File: src/rtl/ahbl_to_apb4_mux.sv
// AHB-Lite slave to N-slave APB4 master bridge: decoded PSEL, PSTRB/PPROT
// generation, PREADY timeout reported as an AHB error, per-transfer hart ID.
module ahbl_to_apb4_mux #(
  parameter int W_HADDR  = 32,
  parameter int W_PADDR  = 16,
  parameter int W_DATA   = 32,
  parameter int N_SLAVES = 4,
  parameter int TIMEOUT  = 255
) (
  input  logic                       clk,
  input  logic                       rst,

  input  logic                       ahbls_hready,
  output logic                       ahbls_hready_resp,
  output logic                       ahbls_hresp,
  input  logic [W_HADDR-1:0]         ahbls_haddr,
  input  logic                       ahbls_hwrite,
  input  logic [1:0]                 ahbls_htrans,
  input  logic [2:0]                 ahbls_hsize,
  input  logic [3:0]                 ahbls_hprot,
  input  logic [W_DATA-1:0]          ahbls_hwdata,
  output logic [W_DATA-1:0]          ahbls_hrdata,
  input  logic [W_DATA-1:0]          ahbls_hartid,

  output logic [W_PADDR-1:0]         apbm_paddr,
  output logic [N_SLAVES-1:0]        apbm_psel,
  output logic                       apbm_penable,
  output logic                       apbm_pwrite,
  output logic [W_DATA-1:0]          apbm_pwdata,
  output logic [W_DATA/8-1:0]        apbm_pstrb,
  output logic [2:0]                 apbm_pprot,
  output logic [W_DATA-1:0]          apbm_phartid,
  input  logic [N_SLAVES-1:0]        apbm_pready,
  input  logic [N_SLAVES*W_DATA-1:0] apbm_prdata,
  input  logic [N_SLAVES-1:0]        apbm_pslverr
);

  localparam int W_SLVSEL = (N_SLAVES > 1) ? $clog2(N_SLAVES) : 1;
  localparam int W_STRB   = W_DATA / 8;
  localparam int W_OFF    = $clog2(W_STRB);
  localparam int W_CNT    = (TIMEOUT > 1) ? $clog2(TIMEOUT) : 1;
  localparam logic [W_CNT-1:0]    CNT_LAST = W_CNT'((TIMEOUT > 0) ? TIMEOUT - 1 : 0);
  localparam logic [W_SLVSEL:0]   N_SLV    = (W_SLVSEL + 1)'(N_SLAVES);

  typedef enum logic [2:0] {
    ST_IDLE,
    ST_WR0,
    ST_SETUP,
    ST_ACCESS,
    ST_DONE,
    ST_ERR0,
    ST_ERR1
  } state_t;

  state_t               state;
  state_t               state_nxt;
  logic [W_SLVSEL-1:0]  idx;
  logic [W_SLVSEL-1:0]  cap_idx;
  logic                 hwrite_q;
  logic [W_CNT-1:0]     cnt;
  logic                 cap_state;
  logic                 cap;
  logic [W_STRB-1:0]    strb_nxt;
  logic [W_OFF-1:0]     byte_off;
  logic [N_SLAVES-1:0]  psel_dec;
  logic                 sel_ready;
  logic                 sel_err;
  logic [W_DATA-1:0]    sel_rdata;
  logic                 timed_out;
  logic                 unused_bits;

  assign unused_bits = ^{ahbls_haddr[W_HADDR-1:W_PADDR], ahbls_hprot[3:2]};

  assign cap_idx   = ahbls_haddr[W_PADDR-1 -: W_SLVSEL];
  assign byte_off  = ahbls_haddr[W_OFF-1:0];
  assign cap_state = (state == ST_IDLE) || (state == ST_DONE) || (state == ST_ERR1);
  assign cap       = cap_state && ahbls_htrans[1] && ahbls_hready;
  assign timed_out = (TIMEOUT != 0) && (cnt == CNT_LAST);

  // A byte lane is enabled when it agrees with the address on every bit above
  // the transfer size; this yields the naturally aligned 2^hsize-byte mask.
  always_comb begin
    strb_nxt = '0;
    for (int unsigned i = 0; i < W_STRB; i++) begin
      strb_nxt[i] = ((W_OFF'(i) ^ byte_off) >> ahbls_hsize) == '0;
    end
  end

  // Only the latched slave's handshake is ever looked at.
  always_comb begin
    psel_dec  = '0;
    sel_ready = 1'b0;
    sel_err   = 1'b0;
    sel_rdata = '0;
    for (int unsigned i = 0; i < N_SLAVES; i++) begin
      if (idx == W_SLVSEL'(i)) begin
        psel_dec[i] = 1'b1;
        sel_ready   = apbm_pready[i];
        sel_err     = apbm_pslverr[i];
        sel_rdata   = apbm_prdata[i*W_DATA +: W_DATA];
      end
    end
  end

  always_comb begin
    state_nxt         = state;
    ahbls_hready_resp = 1'b0;
    ahbls_hresp       = 1'b0;
    apbm_psel         = '0;
    apbm_penable      = 1'b0;
    apbm_pwrite       = 1'b0;
    case (state)
      ST_IDLE, ST_DONE, ST_ERR1: begin
        ahbls_hready_resp = 1'b1;
        ahbls_hresp       = (state == ST_ERR1);
        if (!cap)                      state_nxt = ST_IDLE;
        else if ({1'b0, cap_idx} >= N_SLV) state_nxt = ST_ERR0;
        else if (ahbls_hwrite)         state_nxt = ST_WR0;
        else                           state_nxt = ST_SETUP;
      end
      ST_WR0: state_nxt = ST_SETUP;
      ST_SETUP: begin
        apbm_psel   = psel_dec;
        apbm_pwrite = hwrite_q;
        state_nxt   = ST_ACCESS;
      end
      ST_ACCESS: begin
        apbm_psel    = psel_dec;
        apbm_penable = 1'b1;
        apbm_pwrite  = hwrite_q;
        // Completion outranks an expiring timeout in the same cycle.
        if (sel_ready)      state_nxt = sel_err ? ST_ERR0 : ST_DONE;
        else if (timed_out) state_nxt = ST_ERR0;
      end
      ST_ERR0: begin
        ahbls_hresp = 1'b1;
        state_nxt   = ST_ERR1;
      end
      default: state_nxt = ST_IDLE;
    endcase
  end

  always_ff @(posedge clk) begin
    if (rst) begin
      state        <= ST_IDLE;
      apbm_paddr   <= '0;
      apbm_pwdata  <= '0;
      apbm_pstrb   <= '0;
      apbm_pprot   <= '0;
      apbm_phartid <= '0;
      ahbls_hrdata <= '0;
      idx          <= '0;
      hwrite_q     <= 1'b0;
      cnt          <= '0;
    end else begin
      state <= state_nxt;
      if (cap) begin
        apbm_paddr   <= ahbls_haddr[W_PADDR-1:0];
        idx          <= cap_idx;
        hwrite_q     <= ahbls_hwrite;
        apbm_phartid <= ahbls_hartid;
        apbm_pprot   <= {~ahbls_hprot[0], 1'b0, ahbls_hprot[1]};
        apbm_pstrb   <= ahbls_hwrite ? strb_nxt : '0;
      end
      if (state == ST_WR0) apbm_pwdata <= ahbls_hwdata;
      if (state == ST_SETUP)                    cnt <= '0;
      else if (state == ST_ACCESS && !sel_ready) cnt <= cnt + 1'b1;
      if (state == ST_ACCESS && sel_ready && !hwrite_q) ahbls_hrdata <= sel_rdata;
    end
  end

endmodule

File: config.mk
export PLATFORM = sky130hd
export DESIGN_NAME = ahbl_to_apb4_mux
export DESIGN_NICKNAME = d
export VERILOG_FILES = /design/src/rtl/ahbl_to_apb4_mux.sv
export SDC_FILE = /design/constraint.sdc
export NUM_CORES = 1
export LEC_CHECK = 0
export CAP_MARGIN = 20
export CORE_AREA = 4 4 141 143
export CTS_CLUSTER_SIZE = 40
export DETAILED_ROUTE_END_ITERATION = 10
export DIE_AREA = 0 0 145 147
export GPL_ROUTABILITY_DRIVEN = 0
export PLACE_DENSITY = 0.71
export SLEW_MARGIN = 20
export SYNTH_ARGS = -nofsm -noshare
export SYNTH_HDL_FRONTEND = slang
export SYNTH_SLANG_ARGS = --single-unit
File: constraint.sdc
create_clock -name clk -period 2.4 [get_ports clk]
set_input_delay 0.72 -clock clk [delete_from_list [all_inputs] [get_ports clk]]
set_output_delay 0.72 -clock clk [all_outputs]
set_load 0.005 [all_outputs]
==> flow_summary.json, run 1 <==
{
  "status": "finished clean",
  "worstSetupPathType": "flop to output pin",
  "maxCapViolations": 0,
  "regToRegStartpoint": "apbm_paddr[14]$_SDFFE_PP0N_",
  "min_period_ns": 2.31,
  "hold-path-cell-count": 2,
  "synth.largest_area_cell": "dfxtp_1",
  "area_delta_synth_final_pct": 81.8,
  "synth_edf_count": 0,
  "p_sw_w": 0.00151,
  "start_util_pct": 29.7,
  "worst_slack_ns": 0.0949,
  "synth_cell_type_count": 36,
  "viasPerCell": 4.74,
  "switching_share_pct": 24.8,
  "grt_pass1_wl_um": 32200,
  "pre_cts_ws_ns": -0.0723,
  "clkTransAtPathRegs_ns": 0.06,
  "seqPwrFrac_pct": 37.8,
  "cts.sinks": 130,
  "synth_area_um2": 5510,
  "critPathCaptureType": "output pin",
  "root_buffer": "clkbuf_16",
  "period_share_pct": 96.0,
  "syn_nets": 890,
  "min_path_type": "flop to flop",
  "ioPinCount": 372,
  "avgSynthCellArea_um2": 8.57,
  "ys.flop_type": "dfxtp_1",
  "slew_headroom_pct": 58.0,
  "p_int_w": 0.00459,
  "grt_start_max_net_pins": 51,
  "ys_top_cells_by_count": "236 x nand2_1, 130 x dfxtp_1, 119 x a21oi_1",
  "grtUsageTotal_pct": 19.0,
  "ys_seq_area_share_pct": 47.2,
  "ys_async_sr_fraction_pct": 0,
  "first_pass_iters": 4,
  "hp-start": "apbm_pstrb[0]$_SDFFE_PP0N_",
  "die_area_um2": 21300,
  "fin_nets": 1232,
  "drv_slew": 0,
  "ff2ff_setup_slack_ns": 0.60,
  "drt-total-wl_um": 20900,
  "clock_latency_ns": 0.41,
  "ys_ff_latch": 130,
  "synth_top_cell_area_share_pct": 47.2,
  "drive_gt1_share_pct": 10.0,
  "crit_path_max_fanout": 4,
  "synth_most_common_cell": "nand2_1",
  "fin_util_pct": 53.9,
  "fin_skew_ns": 0.0113,
  "antenna_found_initial": 4,
  "final.setup.tns_ns": 0,
  "rsz0062_at_grt": "no",
  "reg2reg_depth": 5,
  "combPwrFrac_pct": 17.2,
  "setup_viol": 0,
  "r2r_end": "ahbls_hrdata[30]$_SDFFE_PP0P_",
  "p_clk_share_pct": 44.9,
  "wl_per_cell_um": 16.9,
  "cp.required_ns": 1.68,
  "cts_tree": "done",
  "cts_buffers": 17,
  "die_w_um": 145,
  "start_kind": "flop",
  "drc_errors": 0,
  "grt_pass1_vias": 5811,
  "antenna_left": 0,
  "cts_max_level": 4,
  "p_leak_nw": 3.51,
  "core_um2": 18600,
  "portBuffers": 351,
  "drt_iter0_drc": 278,
  "whs_endpoint": "apbm_pstrb[0]$_SDFFE_PP0N_",
  "yosysWarnings": 0,
  "dieHeight_um": 147,
  "vdd_ir_drop_max_mv": 0.440,
  "syn_inst": 643,
  "power_density_nw_per_um2": 608,
  "hold_ws_ns": 0.452,
  "cp.arrival_ns": 1.59,
  "place_hpwl_um": 16100,
  "tightest_slew_ns": 0.630,
  "vias": 5858,
  "rows": 50,
  "overflow": 0,
  "ys_top_cells_by_area": "dfxtp_1 47%, nand2_1 16%, mux4_2 14%",
  "hold_viol_final": 0,
  "fmaxAchievable_mhz": 434,
  "cts.path.max_buffers": 2
}
## routing by layer
| metal | GRT usage, % | up-vias | routed length (um) |
|---|---|---|---|
| li1 | - | 2865 | - |
| met1 | 21.1 | 2696 | 8180 |
| met2 | 32.5 | 265 | 10300 |
| met3 | 8.02 | 32 | 1900 |
| met4 | 7.36 | 0 | 565 |
| met5 | 0 | - | 0 |
## cell usage in the layout (no fill, tap or decap), drive strengths merged, types with 2 or more instances in the layout
cell / instances
nor2: 15
nor3: 5
ha: 2
nand2b: 2
inv: 13
xnor2: 7
buf: 22
dlygate4sd2: 3
mux4: 34
and2: 2
clkdlybuf4s50: 343
nand2: 236
o21ai: 4
diode: 4
dlymetal6s2s: 4
nand3: 9
a211oi: 2
a21oi: 119
nor2b: 2
nor3b: 3
dfxtp: 130
clkbuf: 17
clkinvlp: 3
nor4: 3
bufinv: 3
## power by group through the flow
stage	clock, W	sequential, W	combinational (W)
2_1_floorplan	0	0.00235	0.000358
3_3_place_gp	0	0.00235	0.00104
3_5_place_dp	0	0.00235	0.00105
4_1_cts	0.00280	0.00231	0.00106
5_1_grt	0.00291	0.00232	0.00113
6_report	0.00274	0.00230	0.00105
## what timing repair did
item                                    CTS  global route
setup buffers                             0             2
hold buffers                              0             0
resized for setup                         8             5
endpoints found under the setup margin    7             5
cloned                                    0             0
## sequential cells by signal, summed over array words and instances (netlist names)
| register | count |
|---|---|
| ahbls_hrdata | 32 |
| apbm_paddr | 16 |
| apbm_phartid | 32 |
| apbm_pprot | 2 |
| apbm_pstrb | 4 |
| apbm_pwdata | 32 |
| cnt | 8 |
| hwrite_q | 1 |
| state | 3 |
## metrics by stage
stage | cell area [um2] | power (W) | std cells
finish | 10000 | 0.00609 | 1236
global route | 10000 | 0.00635 | 1236
CTS | 9980 | 0.00617 | 1230
detailed placement | 9350 | 0.00340 | 1198
global placement | 9350 | 0.00339 | 1198
floorplan | 5510 | 0.00271 | 643
## logic make-up after synthesis
kind of cell	after synthesis	share of synthesized area (%)
compound gates	131	12.4
xor+xnor	7	1.11
fa+ha+maj	2	0.454
buf+inv	54	4.00
flops	130	47.2
mux	34	13.9
other cells	1	0.0681
simple gates	284	20.9
## final cells by class
| cell class | count | area, um2 |
|---|---|---|
| multi-input combinational | 459 | 2720 |
| inverter | 5 | 18.8 |
| timing repair buffer | 372 | 3750 |
| clock inverter | 15 | 194 |
| clock buffer | 17 | 425 |
| antenna | 4 | 10.0 |
| tap | 234 | 293 |
| fill | 1716 | 8560 |
| sequential | 130 | 2610 |
## worst max-delay path, cell delays in order (launching register included)
cell and delay, ns:
dfxtp_4 0.37, nor2b_4 0.17, and2_1 0.14, clkdlybuf4s50_1 0.50
## worst max path at each step
| stage | startpoint | end | slack (ns) | depth (start not counted) |
|---|---|---|---|---|
| floorplan | apbm_pready[3] | ahbls_hrdata[10]$_SDFFE_PP0P_ | 0.44 | 6 |
| global placement | apbm_pready[3] | ahbls_hrdata[15]$_SDFFE_PP0P_ | -0.01 | 6 |
| detailed placement | apbm_pready[3] | ahbls_hrdata[30]$_SDFFE_PP0P_ | -0.07 | 6 |
| CTS | state[2]$_SDFFE_PP0P_ | apbm_psel[1] | 0.007 | 3 |
| global route | state[1]$_SDFFE_PP0P_ | apbm_pwrite | 0.02 | 3 |
| finish | state[1]$_SDFFE_PP0P_ | apbm_pwrite | 0.09 | 3 |
Note: power is estimated with default switching activity, not from simulation.
==> inputs of run 2 (changes only) <==
--- a/config.mk
+++ b/config.mk
@@ -6,12 +6,13 @@
 export NUM_CORES = 1
 export LEC_CHECK = 0
 export CAP_MARGIN = 20
-export CORE_AREA = 4 4 141 143
+export CORE_MARGIN = 10
+export CORE_UTILIZATION = 34
 export CTS_CLUSTER_SIZE = 40
 export DETAILED_ROUTE_END_ITERATION = 10
-export DIE_AREA = 0 0 145 147
 export GPL_ROUTABILITY_DRIVEN = 0
-export PLACE_DENSITY = 0.71
+export PLACE_DENSITY = 0.79
+export RECOVER_POWER = 50
 export SLEW_MARGIN = 20
 export SYNTH_ARGS = -nofsm -noshare
 export SYNTH_HDL_FRONTEND = slang
==> run 2 against run 1 <==
Clock skew fell by 0.0036 ns. Clock-buffer cell count increased by 2. Critical endpoint is now ahbls_hready_resp. Sequential share of layout area rose by 0.16 points. Largest power group unchanged. Sequential cell count unchanged. Power up 3.1%. Die area grew 1.8%.
==> flow_summary.json, run 2 (same netlist as run 1, synthesis figures left out) <==
{
  "status": "finished clean",
  "cts_tree": "done",
  "vdd_ir_drop_max_mv": 0.451,
  "first_pass_iters": 4,
  "regToRegStartpoint": "apbm_paddr[14]$_SDFFE_PP0N_",
  "maxCapViolations": 0,
  "min_path_type": "flop to flop",
  "grt_pass1_wl_um": 35400,
  "root_buffer": "clkbuf_16",
  "crit_start": "state[1]$_SDFFE_PP0P_",
  "hp-start": "apbm_phartid[12]$_SDFFE_PP0N_",
  "rsz0062_at_grt": "no",
  "clock_latency_ns": 0.41,
  "hold_ws_ns": 0.448,
  "ff2ff_setup_slack_ns": 0.43,
  "cp.required_ns": 1.68,
  "fin_skew_ns": 0.00771,
  "drc_errors": 0,
  "portBuffers": 351,
  "rows": 46,
  "overflow": 0,
  "start_kind": "flop",
  "clkTransAtPathRegs_ns": 0.06,
  "hold-path-cell-count": 2,
  "ioPinCount": 372,
  "cp_top_family": "buffers and inverters",
  "switching_share_pct": 23.4,
  "wl_per_cell_um": 19.4,
  "cts.sinks": 130,
  "drt_iter0_drc": 321,
  "path_buf_inv": 1,
  "combPwrFrac_pct": 16.2,
  "drv_slew": 0,
  "total_power_w": 0.00629,
  "vias": 5933,
  "fillers": 1333,
  "p_leak_nw": 3.59,
  "hold_viol_final": 0,
  "crit_chain": "nor2b_4 > nor2_1 > clkdlybuf4s50_1",
  "core_um2": 15900,
  "grt_start_max_net_pins": 55,
  "die_w_um": 147,
  "reg2reg_depth": 5,
  "dieHeight_um": 147,
  "crit_path_max_fanout": 6,
  "start_util_pct": 34.7,
  "critPathCaptureType": "output pin",
  "max_stage_delay_ns": 0.57,
  "fin_nets": 1230,
  "grtUsageTotal_pct": 21.0,
  "cts_max_level": 4,
  "cp_slowest_cell": "clkdlybuf4s50_1",
  "cts.path.max_buffers": 2,
  "viasPerCell": 4.89,
  "whs_endpoint": "apbm_phartid[12]$_SDFFE_PP0N_",
  "setup_viol": 0,
  "mostFrequentLayoutCells": "311 x clkdlybuf4s50_1, 235 x nand2_1, 125 x dfxtp_1, 119 x a21oi_1, 34 x mux4_2",
  "cp.arrival_ns": 1.59,
  "drt-total-wl_um": 23500,
  "area_delta_synth_final_pct": 80.9,
  "worstSetupPathType": "flop to output pin",
  "cts_buffers": 17,
  "antenna_found_initial": 2,
  "top_regs": "ahbls_hrdata (32), apbm_phartid (32), apbm_pwdata (32)",
  "p_sw_w": 0.00147,
  "p_clk_share_pct": 47.1,
  "p_int_w": 0.00482,
  "tightest_slew_ns": 1.17,
  "drive_gt1_share_pct": 9.54,
  "grt_pass1_vias": 6058,
  "antenna_left": 0,
  "fmaxAchievable_mhz": 433,
  "power_density_nw_per_um2": 631,
  "period_share_pct": 96.1,
  "ctsHoldBuffers": 0,
  "final_common_cell": "clkdlybuf4s50_1",
  "die_area_um2": 21700,
  "min_period_ns": 2.31,
  "seqPwrFrac_pct": 36.7,
  "r2r_end": "ahbls_hrdata[3]$_SDFFE_PP0P_",
  "slew_headroom_pct": 22.3,
  "place_hpwl_um": 18400
}
## run 2: cell types whose count changed in the layout (fill, tap and decap cells not counted), sizes merged, moves of 3 or more
cell | before | now
clkdlybuf4s50 | 343 | 311
buf | 22 | 16
clkbuf | 17 | 23
dlygate4sd3 | 0 | 33
clkinvlp | 3 | 0
## run 2: per-stage QoR
step | instance area, um2 | utilization [%] | setup WS (ns) | instances | TNS, ns
4_1_cts | 9990 | 62.9 | 0.00505 | 1211 | 0
3_3_place_gp | 9300 | 58.6 | -0.00546 | 1179 | -0.0221
2_1_floorplan | 5510 | - | 0.440 | 643 | 0
6_report | 9970 | 62.8 | 0.0930 | 1214 | 0
5_1_grt | 9970 | 62.8 | 0.00894 | 1214 | 0
3_5_place_dp | 9300 | 58.6 | -0.0631 | 1179 | -1.37
## run 2: cell type report
type	instances	area, um2	area share (%)
sequential	130	2610	26.2
clock inverter	13	219	2.20
inverter	5	18.8	0.188
clock buffer	19	453	4.54
antenna	2	5.00	0.0502
tap	216	270	2.71
multi-input combinational	459	2710	27.2
timing repair buffer	370	3680	36.9
## run 2: how the worst max path moves through the flow
| stage | end | slack, ns | cells after the start |
|---|---|---|---|
| after floorplan | ahbls_hrdata[10]$_SDFFE_PP0P_ | 0.44 | 6 |
| final | ahbls_hready_resp | 0.09 | 3 |
| after global placement | ahbls_hrdata[16]$_SDFFE_PP0P_ | -0.005 | 6 |
| after global routing | ahbls_hready_resp | 0.009 | 3 |
| after detailed placement | ahbls_hrdata[3]$_SDFFE_PP0P_ | -0.06 | 6 |
| after CTS | apbm_psel[1] | 0.005 | 3 |
## run 2: worst reg2reg max path, cell delays in order, from the launching register on
cell	delay, ns
dfxtp_2	0.43
buf_4	0.36
buf_4	0.32
mux4_2	0.55
nand2_1	0.11
a21oi_1	0.07
## run 2: what timing repair did
action	in CTS	in global routing
setup endpoints to repair	7	3
resized for setup	11	3
buffers inserted	0	1
## run 2: metal layers
layer / track usage [%] / vias up / share of wire (%)
met5: 0 / - / 0
met2: 34.4 / 287 / 49
met3: 9.09 / 36 / 11
li1: - / 2867 / -
met1: 23.6 / 2743 / 37
met4: 8.33 / 0 / 3.0
## run 2: power by group through the flow
stage               logic [W]  clock network, W  registers [W]
floorplan            0.000358                 0        0.00235
global placement      0.00103                 0        0.00234
detailed placement    0.00104                 0        0.00235
CTS                   0.00105           0.00303        0.00231
global route          0.00110           0.00311        0.00232
finish                0.00102           0.00296        0.00230
